## config.mk

```make
export PLATFORM = sky130hd
export DESIGN_NAME = uart_rx_mmio
export DESIGN_NICKNAME = d
export VERILOG_FILES = /design/src/rtl/uart_pkg.sv /design/src/rtl/uart_rx_fifo.sv /design/src/rtl/uart_rx_mmio.sv
export SDC_FILE = /design/constraint.sdc
export NUM_CORES = 1
export LEC_CHECK = 0
export ABC_AREA = 1
export ABC_CLOCK_PERIOD_IN_PS = 5150
export CORE_MARGIN = 8
export CORE_UTILIZATION = 51
export DETAILED_ROUTE_END_ITERATION = 8
export MAX_ROUTING_LAYER = met4
export PLACE_DENSITY = 0.82
export SETUP_SLACK_MARGIN = 0.2
export SLEW_MARGIN = 10
export SYNTH_ARGS = -nofsm -noshare
export SYNTH_HDL_FRONTEND = slang
export SYNTH_SLANG_ARGS = --single-unit
```

## constraint.sdc

```tcl
create_clock -name clk -period 5.15 [get_ports clk]
set_input_delay 0.7725 -clock clk [delete_from_list [all_inputs] [get_ports clk]]
set_output_delay 0.7725 -clock clk [all_outputs]
set_load 0.01 [all_outputs]
```

## src/rtl/uart_pkg.sv

```systemverilog
// Shared UART definitions: register offsets, STATUS bit layout, receiver
// state encoding and the data width used by both receive and transmit sides.
package uart_pkg;

  localparam int DATA_W = 8;

  localparam logic [1:0] REG_DATA   = 2'b00;
  localparam logic [1:0] REG_STATUS = 2'b01;

  localparam int STAT_NOT_EMPTY = 0;
  localparam int STAT_FULL      = 1;
  localparam int STAT_OVERRUN   = 2;
  localparam int STAT_FRAME_ERR = 3;
  localparam int STAT_CNT_LSB   = 4;
  localparam int STAT_CNT_W     = 5;

  typedef enum logic [1:0] {
    ST_IDLE  = 2'b00,
    ST_START = 2'b01,
    ST_DATA  = 2'b10,
    ST_STOP  = 2'b11
  } rx_state_e;

endpackage

```

## src/rtl/uart_rx_fifo.sv

```systemverilog
// Receive byte FIFO. A pop is honoured only when non-empty; a push when full
// lands only if a pop frees a slot in the same cycle.
module uart_rx_fifo
  import uart_pkg::*;
#(
  parameter int DEPTH = 4
) (
  input  logic                    clk,
  input  logic                    reset,
  input  logic                    push_i,
  input  logic                    pop_i,
  input  logic [DATA_W-1:0]       wdata_i,
  output logic [DATA_W-1:0]       rdata_o,
  output logic                    full_o,
  output logic                    empty_o,
  output logic [$clog2(DEPTH):0]  count_o
);

  localparam int PTR_W = $clog2(DEPTH);
  localparam int CNT_W = PTR_W + 1;

  logic [DATA_W-1:0] mem_q [DEPTH];
  logic [PTR_W-1:0]  wr_ptr_q, rd_ptr_q;
  logic [CNT_W-1:0]  count_q, count_d;
  logic              do_push, do_pop;

  assign full_o  = (count_q == CNT_W'(DEPTH));
  assign empty_o = (count_q == '0);
  assign count_o = count_q;
  assign rdata_o = mem_q[rd_ptr_q];

  assign do_pop  = pop_i && !empty_o;
  assign do_push = push_i && (!full_o || do_pop);

  always_comb begin
    count_d = count_q;
    case ({do_push, do_pop})
      2'b10:   count_d = count_q + 1'b1;
      2'b01:   count_d = count_q - 1'b1;
      default: count_d = count_q;
    endcase
  end

  // Power-of-two depth lets the pointers wrap by plain overflow.
  always_ff @(posedge clk or posedge reset) begin
    if (reset) begin
      wr_ptr_q <= '0;
      rd_ptr_q <= '0;
      count_q  <= '0;
    end else begin
      if (do_push) wr_ptr_q <= wr_ptr_q + 1'b1;
      if (do_pop)  rd_ptr_q <= rd_ptr_q + 1'b1;
      count_q <= count_d;
    end
  end

  always_ff @(posedge clk) begin
    if (do_push) mem_q[wr_ptr_q] <= wdata_i;
  end

endmodule

```

## src/rtl/uart_rx_mmio.sv

```systemverilog
// Memory-mapped 8N1 UART receiver: synchronizer, bit-timing FSM, receive FIFO
// and a DATA/STATUS read port with sticky overrun and framing-error flags.
module uart_rx_mmio
  import uart_pkg::*;
#(
  parameter int CLKS_PER_BIT = 16,
  parameter int FIFO_DEPTH   = 4
) (
  input  logic        clk,
  input  logic        reset,
  input  logic        rx,
  input  logic [15:0] address,
  input  logic        re,
  output logic [31:0] r_data,
  output logic        Rfull,
  output logic        rx_irq
);

  localparam int BAUD_W = $clog2(CLKS_PER_BIT);
  localparam int CNT_W  = $clog2(FIFO_DEPTH) + 1;
  localparam logic [BAUD_W-1:0] BAUD_LAST = BAUD_W'(CLKS_PER_BIT - 1);
  localparam logic [BAUD_W-1:0] BAUD_HALF = BAUD_W'(CLKS_PER_BIT / 2 - 1);

  logic              rx_meta_q, rx_s_q, rx_s_d_q;
  rx_state_e         state_q, state_d;
  logic [BAUD_W-1:0] baud_q, baud_d;
  logic [2:0]        bit_q, bit_d;
  logic [DATA_W-1:0] shift_q, shift_d;
  logic              overrun_q, overrun_d, frame_err_q, frame_err_d;
  logic              push, ferr_set, ovr_set, pop_req, clr_req;
  logic [DATA_W-1:0] fifo_rdata;
  logic              fifo_full, fifo_empty;
  logic [CNT_W-1:0]  fifo_count;
  logic [1:0]        reg_sel;
  logic              unused_addr;

  assign reg_sel     = address[3:2];
  assign unused_addr = ^{address[15:4], address[1:0]};

  // Flops preset to idle-high so reset release never looks like a start edge.
  always_ff @(posedge clk or posedge reset) begin
    if (reset) begin
      rx_meta_q <= 1'b1;
      rx_s_q    <= 1'b1;
      rx_s_d_q  <= 1'b1;
    end else begin
      rx_meta_q <= rx;
      rx_s_q    <= rx_meta_q;
      rx_s_d_q  <= rx_s_q;
    end
  end

  always_ff @(posedge clk or posedge reset) begin
    if (reset) begin
      state_q <= ST_IDLE;
      baud_q  <= '0;
      bit_q   <= '0;
      shift_q <= '0;
    end else begin
      state_q <= state_d;
      baud_q  <= baud_d;
      bit_q   <= bit_d;
      shift_q <= shift_d;
    end
  end

  always_comb begin
    state_d = state_q;
    baud_d  = baud_q;
    bit_d   = bit_q;
    shift_d = shift_q;
    case (state_q)
      ST_IDLE: begin
        if (rx_s_d_q && !rx_s_q) begin
          state_d = ST_START;
          baud_d  = '0;
        end
      end
      ST_START: begin
        if (baud_q == BAUD_HALF) begin
          baud_d  = '0;
          bit_d   = '0;
          state_d = rx_s_q ? ST_IDLE : ST_DATA;
        end else begin
          baud_d = baud_q + 1'b1;
        end
      end
      ST_DATA: begin
        if (baud_q == BAUD_LAST) begin
          baud_d         = '0;
          shift_d[bit_q] = rx_s_q;
          if (bit_q == 3'd7) state_d = ST_STOP;
          else               bit_d   = bit_q + 3'd1;
        end else begin
          baud_d = baud_q + 1'b1;
        end
      end
      ST_STOP: begin
        if (baud_q == BAUD_LAST) begin
          baud_d  = '0;
          state_d = ST_IDLE;
        end else begin
          baud_d = baud_q + 1'b1;
        end
      end
      default: state_d = ST_IDLE;
    endcase
  end

  always_comb begin
    push     = 1'b0;
    ferr_set = 1'b0;
    if (state_q == ST_STOP && baud_q == BAUD_LAST) begin
      push     = rx_s_q;
      ferr_set = !rx_s_q;
    end
  end

  assign pop_req = re && (reg_sel == REG_DATA);
  assign clr_req = re && (reg_sel == REG_STATUS);
  assign ovr_set = push && fifo_full && !pop_req;

  uart_rx_fifo #(.DEPTH(FIFO_DEPTH)) u_fifo (
    .clk     (clk),
    .reset   (reset),
    .push_i  (push),
    .pop_i   (pop_req),
    .wdata_i (shift_q),
    .rdata_o (fifo_rdata),
    .full_o  (fifo_full),
    .empty_o (fifo_empty),
    .count_o (fifo_count)
  );

  // A set in the same cycle as a STATUS read wins over the clear.
  assign overrun_d   = ovr_set  | (overrun_q   & ~clr_req);
  assign frame_err_d = ferr_set | (frame_err_q & ~clr_req);

  always_ff @(posedge clk or posedge reset) begin
    if (reset) begin
      overrun_q   <= 1'b0;
      frame_err_q <= 1'b0;
    end else begin
      overrun_q   <= overrun_d;
      frame_err_q <= frame_err_d;
    end
  end

  assign Rfull  = fifo_full;
  assign rx_irq = !fifo_empty;

  always_comb begin
    r_data = '0;
    case (reg_sel)
      REG_DATA: begin
        if (!fifo_empty) r_data = {{(32-DATA_W){1'b0}}, fifo_rdata};
      end
      REG_STATUS: begin
        r_data[STAT_NOT_EMPTY]                    = !fifo_empty;
        r_data[STAT_FULL]                         = fifo_full;
        r_data[STAT_OVERRUN]                      = overrun_q;
        r_data[STAT_FRAME_ERR]                    = frame_err_q;
        r_data[STAT_CNT_LSB +: STAT_CNT_W]        = STAT_CNT_W'(fifo_count);
      end
      default: r_data = '0;
    endcase
  end

endmodule

```

**Word-level counts from Yosys, hierarchy flattened**

Memories as Yosys holds them, arrays and structs flattened.
Index checks and enable logic that the tools add are counted.

- Shift operators: 0
- Order comparisons: 2
- Multiplexer cells: 26
- Div/mod/pow operators: 0
- Equality and inequality tests: 16
- $add $sub $neg: 6
- Reduce and logical (&&, ||, !) cells: 23
- $mul: 0
- Bitwise operators: 5

Operator list:

| cell | number |
|---|---|
| $mux W23 | 1 |
| $pmux W8 S2 | 1 |
| $mux W2 | 6 |
| $mux W4 | 3 |
| $ne A2 B2 Y1 const B | 6 |
| $pmux W3 S2 | 2 |
| $pmux W4 S3 | 1 |
| $logic_and A1 B1 Y1 | 9 |
| $mux W3 | 3 |
| $bwmux W8 | 1 |
| $mux W8 | 1 |
| $pmux W2 S4 | 1 |
| $add A3 B1 Y3 const B | 2 |
| $eq A2 B1 Y1 const B | 3 |
| $eq A2 B2 Y1 const B | 3 |
| $eq A3 B3 Y1 const B | 2 |
| $mux W1 | 5 |
| $reduce_and A5 Y1 | 1 |
| $add A2 B1 Y2 const B | 2 |
| $add A4 B1 Y4 const B | 1 |
| $eq A4 B3 Y1 const B | 1 |
| $eq A4 B4 Y1 const B | 1 |
| $logic_not A1 Y1 | 4 |
| $logic_not A2 Y1 | 2 |
| other kinds (13) | 16 |

- Memories: 1
- Bits in registers: 29
- Latch bits: 0
- Bits in writable memories: 32
- Memory bits (read-only): 0
- Word-level logic and storage cells: 91
- Output and inout bits: 34

Memories:

| name | depth | width | read ports | clocked after memory_dff | write ports | line | source |
|---|---|---|---|---|---|---|---|
| u_fifo.mem_q | 4 | 8 | 1 | 0 | 1 | uart_rx_fifo.sv:22 | `logic [DATA_W-1:0] mem_q [DEPTH];` |

**Logic depth before layout (Yosys ltp)**

- Depth in word-level cells: 7
- Depth in mapped cells: 13
- Mapped depth without buffers: 13

**By module**

Synthesis repeated with hierarchy kept, for this count alone.

- Cell total of the unflattened synthesis: 327
- Area, all modules: 3095.5 sq um

By module, submodules not included:

| module | times used | cells an instance | seq. area each (sq um) | area an instance (sq um) |
|---|---|---|---|---|
| uart_rx_fifo | 1 | 134 | 1136.1 | 1652.8 |
| uart_rx_mmio | 1 | 193 | 554.3 | 1442.6 |

**Worst setup path after synthesis**

Ideal clock, no wire load.

- Kind: input to output
- Start point: in address[2]
- End point: out r_data[7]
- Arrival: 1.366 ns
- Path slack: 3.011 ns
- Required time: 4.378 ns
- Cell stages on the path: 2
- Cell sequence: nor3_2 -> a21boi_1

- Longest elaborated chain between the ends: 2
- Elaborated cells on any way between the ends: 3
- Those cells by class: eq/ne: 1; mux: 1; reduce/logical: 1

RTL lines:

| element | line | source |
|---|---|---|
| from (decl) | uart_rx_mmio.sv:12 | `input logic [15:0] address,` |
| $eq A2 B1 Y1 / $logic_not A2 Y1 (equally long branches) | uart_rx_mmio.sv:154 | `case (reg_sel)` |
| $pmux W8 S2 (*) | uart_rx_mmio.sv:154 |  |
| to (decl) | uart_rx_mmio.sv:14 | `output logic [31:0] r_data,` |

Every way passes the cells marked *; elsewhere a longest branch is shown, timed or not.

**Worst setup path in the final report**

- Start point: in address[2]
- End point: out r_data[5]

Same word-level chain as after synthesis.

==> flow_summary_export.csv <==
group,metric,value,unit
run_status,outcome,"complete, no violations",
timing,final.setup.tns,0,ns
synth,synth_cell_types,29,
floorplanning,placeableCoreArea,5540,um2
synth,yosys_warnings,0,
flow_run,number_of_max_capacitance_violations_reported,0,
timing,final-max-slew-violation-count,0,
grt,pin_count_of_the_biggest_net_entering_global_routing,30,
clock_network,cts.sink_count,61,
clock_network,clock_tree.htree_level_count,3,
floorplanning,floorplan.die.width,91.9,um
hold_path,hp-class,"flip-flop to flip-flop",
timing,finalCritPeriodShare,0.684,
clock_network,clock_tree.buffer_depth,2,
setup_path,crit_path_start_kind,"input port",
synth,post_synth_arst_share,0.475,
grt,grt_antenna_before_repair,0,
power,power_switching,0.516,mW
grt,grt_overflow_total,0,
setup_path,timing.critical_path.mode_cell,"clkdlybuf4s50_1",
power,pwr_density_cell,458,nW/um2
route,route.vias.total,2018,
route,per_cell_routed_wire_length,14.3,um
setup_path,timing.critical_path.arrival,2.75,ns
clock_network,cts_inserted_buffers,9,
setup_path,cp_cell_sequence,"clkdlybuf4s50_1 > nor3_2 > nand2_1 > o21ai_0 > clkdlybuf4s50_1",
clock_network,path_clk_slew,0.07,ns
synth,ys_top_cells_by_area,"edfxtp_1 33%, dfrtp_1 22%, buf_4 6.1%",
timing,clock.fmax,0.284,GHz
final_layout,layout.nets,344,
timing,setup-violations-final,0,
timing,layout_min_cycle_time,3.52,ns
synth,synth_cell_count_leaders,"38 x nor2_1, 34 x nand2_1, 32 x edfxtp_1",
floorplanning,die_height,91.9,um
floorplanning,floorplan.rows,27,
setup_path,critPathBufInv,2,
floorplanning,pin_count,54,
route,remaining_drc_errors,0,
power,intPower,0.983,mW
timing,timing.slew.headroom,0.314,
setup_path,timing_worst_setup_path_type,"input port to output pin",
power,power.static_leakage,1.39,nW
power,sw_frac_of_total,0.344,
timing,setup_skew,0.00427,ns
final_layout,antenna_cells,0,
grt,grt_first_pass_wirelength,9250,um
synth,synth-seq-cells,61,
route,first_pass_iters,4,
synth,yosysTopAreaCell,"edfxtp_1",
route,detail_route.iter0.violations,126,
final_layout,area_growth_syn_to_layout,11.6,%
setup_path,timing.critical_path.required,4.38,ns
clock_network,clock_latency,0.34,ns
setup_path,timing.reg2reg.setup_slack,2.88,ns
clock_network,tritoncts,"done",
final_layout,layoutNonFillerInstCount,393,
setup_path,crit_family,"buffers and inverters",
floorplanning,initial_core_util,0.530,
setup_path,slowest_cell_on_the_critical_path,"clkdlybuf4s50_1",
power,comb_power_share,0.271,
grt,first_global_vias,1973,
route,detail_route.vias_per_cell,5.13,
synth,synth_enable_flop_cells,32,
power,share_clk_of_total_power,0.304,
placement,globalplace.congestion,0.911,
power,seq_power_share,0.425,
synth,post_synthesis_cell_area,2930,um2
synth,yosys_most_used_dff,"edfxtp_1",
placement,place_hpwl,3890,um
route,route.final.wire_length,5630,um
clock_network,postCtsResizedCells,0,
clock_network,post_cts_buffers,0,
setup_path,timing.critical_path.fanout_max,7,
clock_network,cts-root-buf,"clkbuf_8",
final_layout,layout-drive-gt1-share,0.0966,
setup_path,max_stage_delay,0.59,ns
floorplanning,die_area,8440,um2
setup_path,critical_path.endpoint_type,"output pin",
synth,avgSynthCellArea,9.91,um2
synth,synthDominantCellAreaShare,0.328,
timing,grt_setup_unrepaired,"false",
placement,numPlacedInstances,377,
synth,post_synth_inst_count,296,
route,final_antenna_net_count,0,
placement,numPortBuffers,15,
timing,measured_slew_at_the_worst_slew_check_pin,1.02,ns
synth,synth_seq_area_share,0.576,
synth,synth.most_common_cell,"nor2_1",
grt,gr-usage-all-layers,0.142,
timing,report.final.hold_viol_count,0,
power,max_vdd_drop,0.355,mV
clock_network,cts_hold_buffers,0,
-- state kept, by name (all words and copies together), names as in the netlist, 2 cells and up, named ones only --
register	flops
shift_q	8
u_fifo.rd_ptr_q	2
u_fifo.mem_q	32
bit_q	3
u_fifo.wr_ptr_q	2
u_fifo.count_o	3
baud_q	4
-- cell type report --
| type | count | area, um2 |
|---|---|---|
| Clock buffer | 9 | 124 |
| Clock inverter | 7 | 90.1 |
| Fill cell | 454 | 2270 |
| Inverter | 33 | 124 |
| Multi-Input combinational cell | 196 | 1000 |
| Sequential cell | 61 | 1690 |
| Tap cell | 72 | 90.1 |
| Timing Repair Buffer | 15 | 150 |
-- logic make-up (layout without fill, tap and decap cells) --
| logic type | after synthesis | count (layout) | share of synthesized area |
|---|---|---|---|
| adder cells (fa/ha/maj) | 8 | 8 | 0.0367 |
| XOR/XNOR | 5 | 5 | 0.0149 |
| other | 1 | 24 | 0.00128 |
| buffers and inverters | 62 | 64 | 0.111 |
| flip-flops | 61 | 61 | 0.576 |
| AND/OR/NAND/NOR | 100 | 100 | 0.153 |
| AO/OA/AOI/OAI | 59 | 59 | 0.107 |
-- layout by cell type, fill, tap and decap left out, drive strengths merged, types with 2 or more instances in the layout --
| master | n |
|---|---|
| clkinvlp | 2 |
| bufinv | 2 |
| nand4 | 2 |
| edfxtp | 32 |
| dfstp | 3 |
| o21ai | 39 |
| clkbuf | 9 |
| inv | 31 |
| clkdlybuf4s50 | 15 |
| ha | 7 |
| dfrtp | 26 |
| nand2 | 37 |
| clkinv | 5 |
| conb | 24 |
| nor3 | 3 |
| xor2 | 5 |
| a31oi | 4 |
| a21oi | 7 |
| nand3 | 19 |
| o22ai | 7 |
| nor2 | 39 |
-- power groups by stage --
| stage | clock network, mW | logic [mW] | registers, mW |
|---|---|---|---|
| 3_3_place_gp | 0 | 0.379 | 0.638 |
| 2_1_floorplan | 0 | 0.319 | 0.604 |
| 6_report | 0.455 | 0.406 | 0.637 |
| 4_1_cts | 0.463 | 0.405 | 0.636 |
| 5_1_grt | 0.482 | 0.463 | 0.646 |
| 3_5_place_dp | 0 | 0.400 | 0.645 |
-- stage by stage --
stage	hold slack (ns)	util	area, um2	setup slack [ns]	total power [mW]
2_1_floorplan	0.345	-	3020	3.01	0.923
3_3_place_gp	0.346	0.552	3060	1.72	1.02
3_5_place_dp	0.349	0.552	3060	1.66	1.05
4_1_cts	0.359	0.591	3270	1.65	1.50
5_1_grt	0.366	0.591	3270	1.48	1.59
6_report	0.359	0.591	3270	1.63	1.50
-- metal layers --
metal,up-vias,part of all wire,GRT usage
met3,13,0.072,0.0456
met2,61,0.48,0.225
met1,951,0.43,0.160
met5,-,0,-
li1,993,-,-
met4,0,0.023,0.0698
-- path summary, 6_finish.rpt --
| kind | startpoint | to | depth (start not counted) |
|---|---|---|---|
| max in group asynchronous | reset | u_fifo.wr_ptr_q[0] | 2 |
| max reg2reg | baud_q[0] | u_fifo.mem_q[1][7] | 5 |
| max | address[2] | r_data[5] | 5 |
| min in group asynchronous | reset | baud_q[2] | 2 |
| min | rx_meta_q | rx_s_q | 0 |
| min reg2reg | rx_meta_q | rx_s_q | 0 |
No activity file was read; power rests on OpenSTA's default activity.
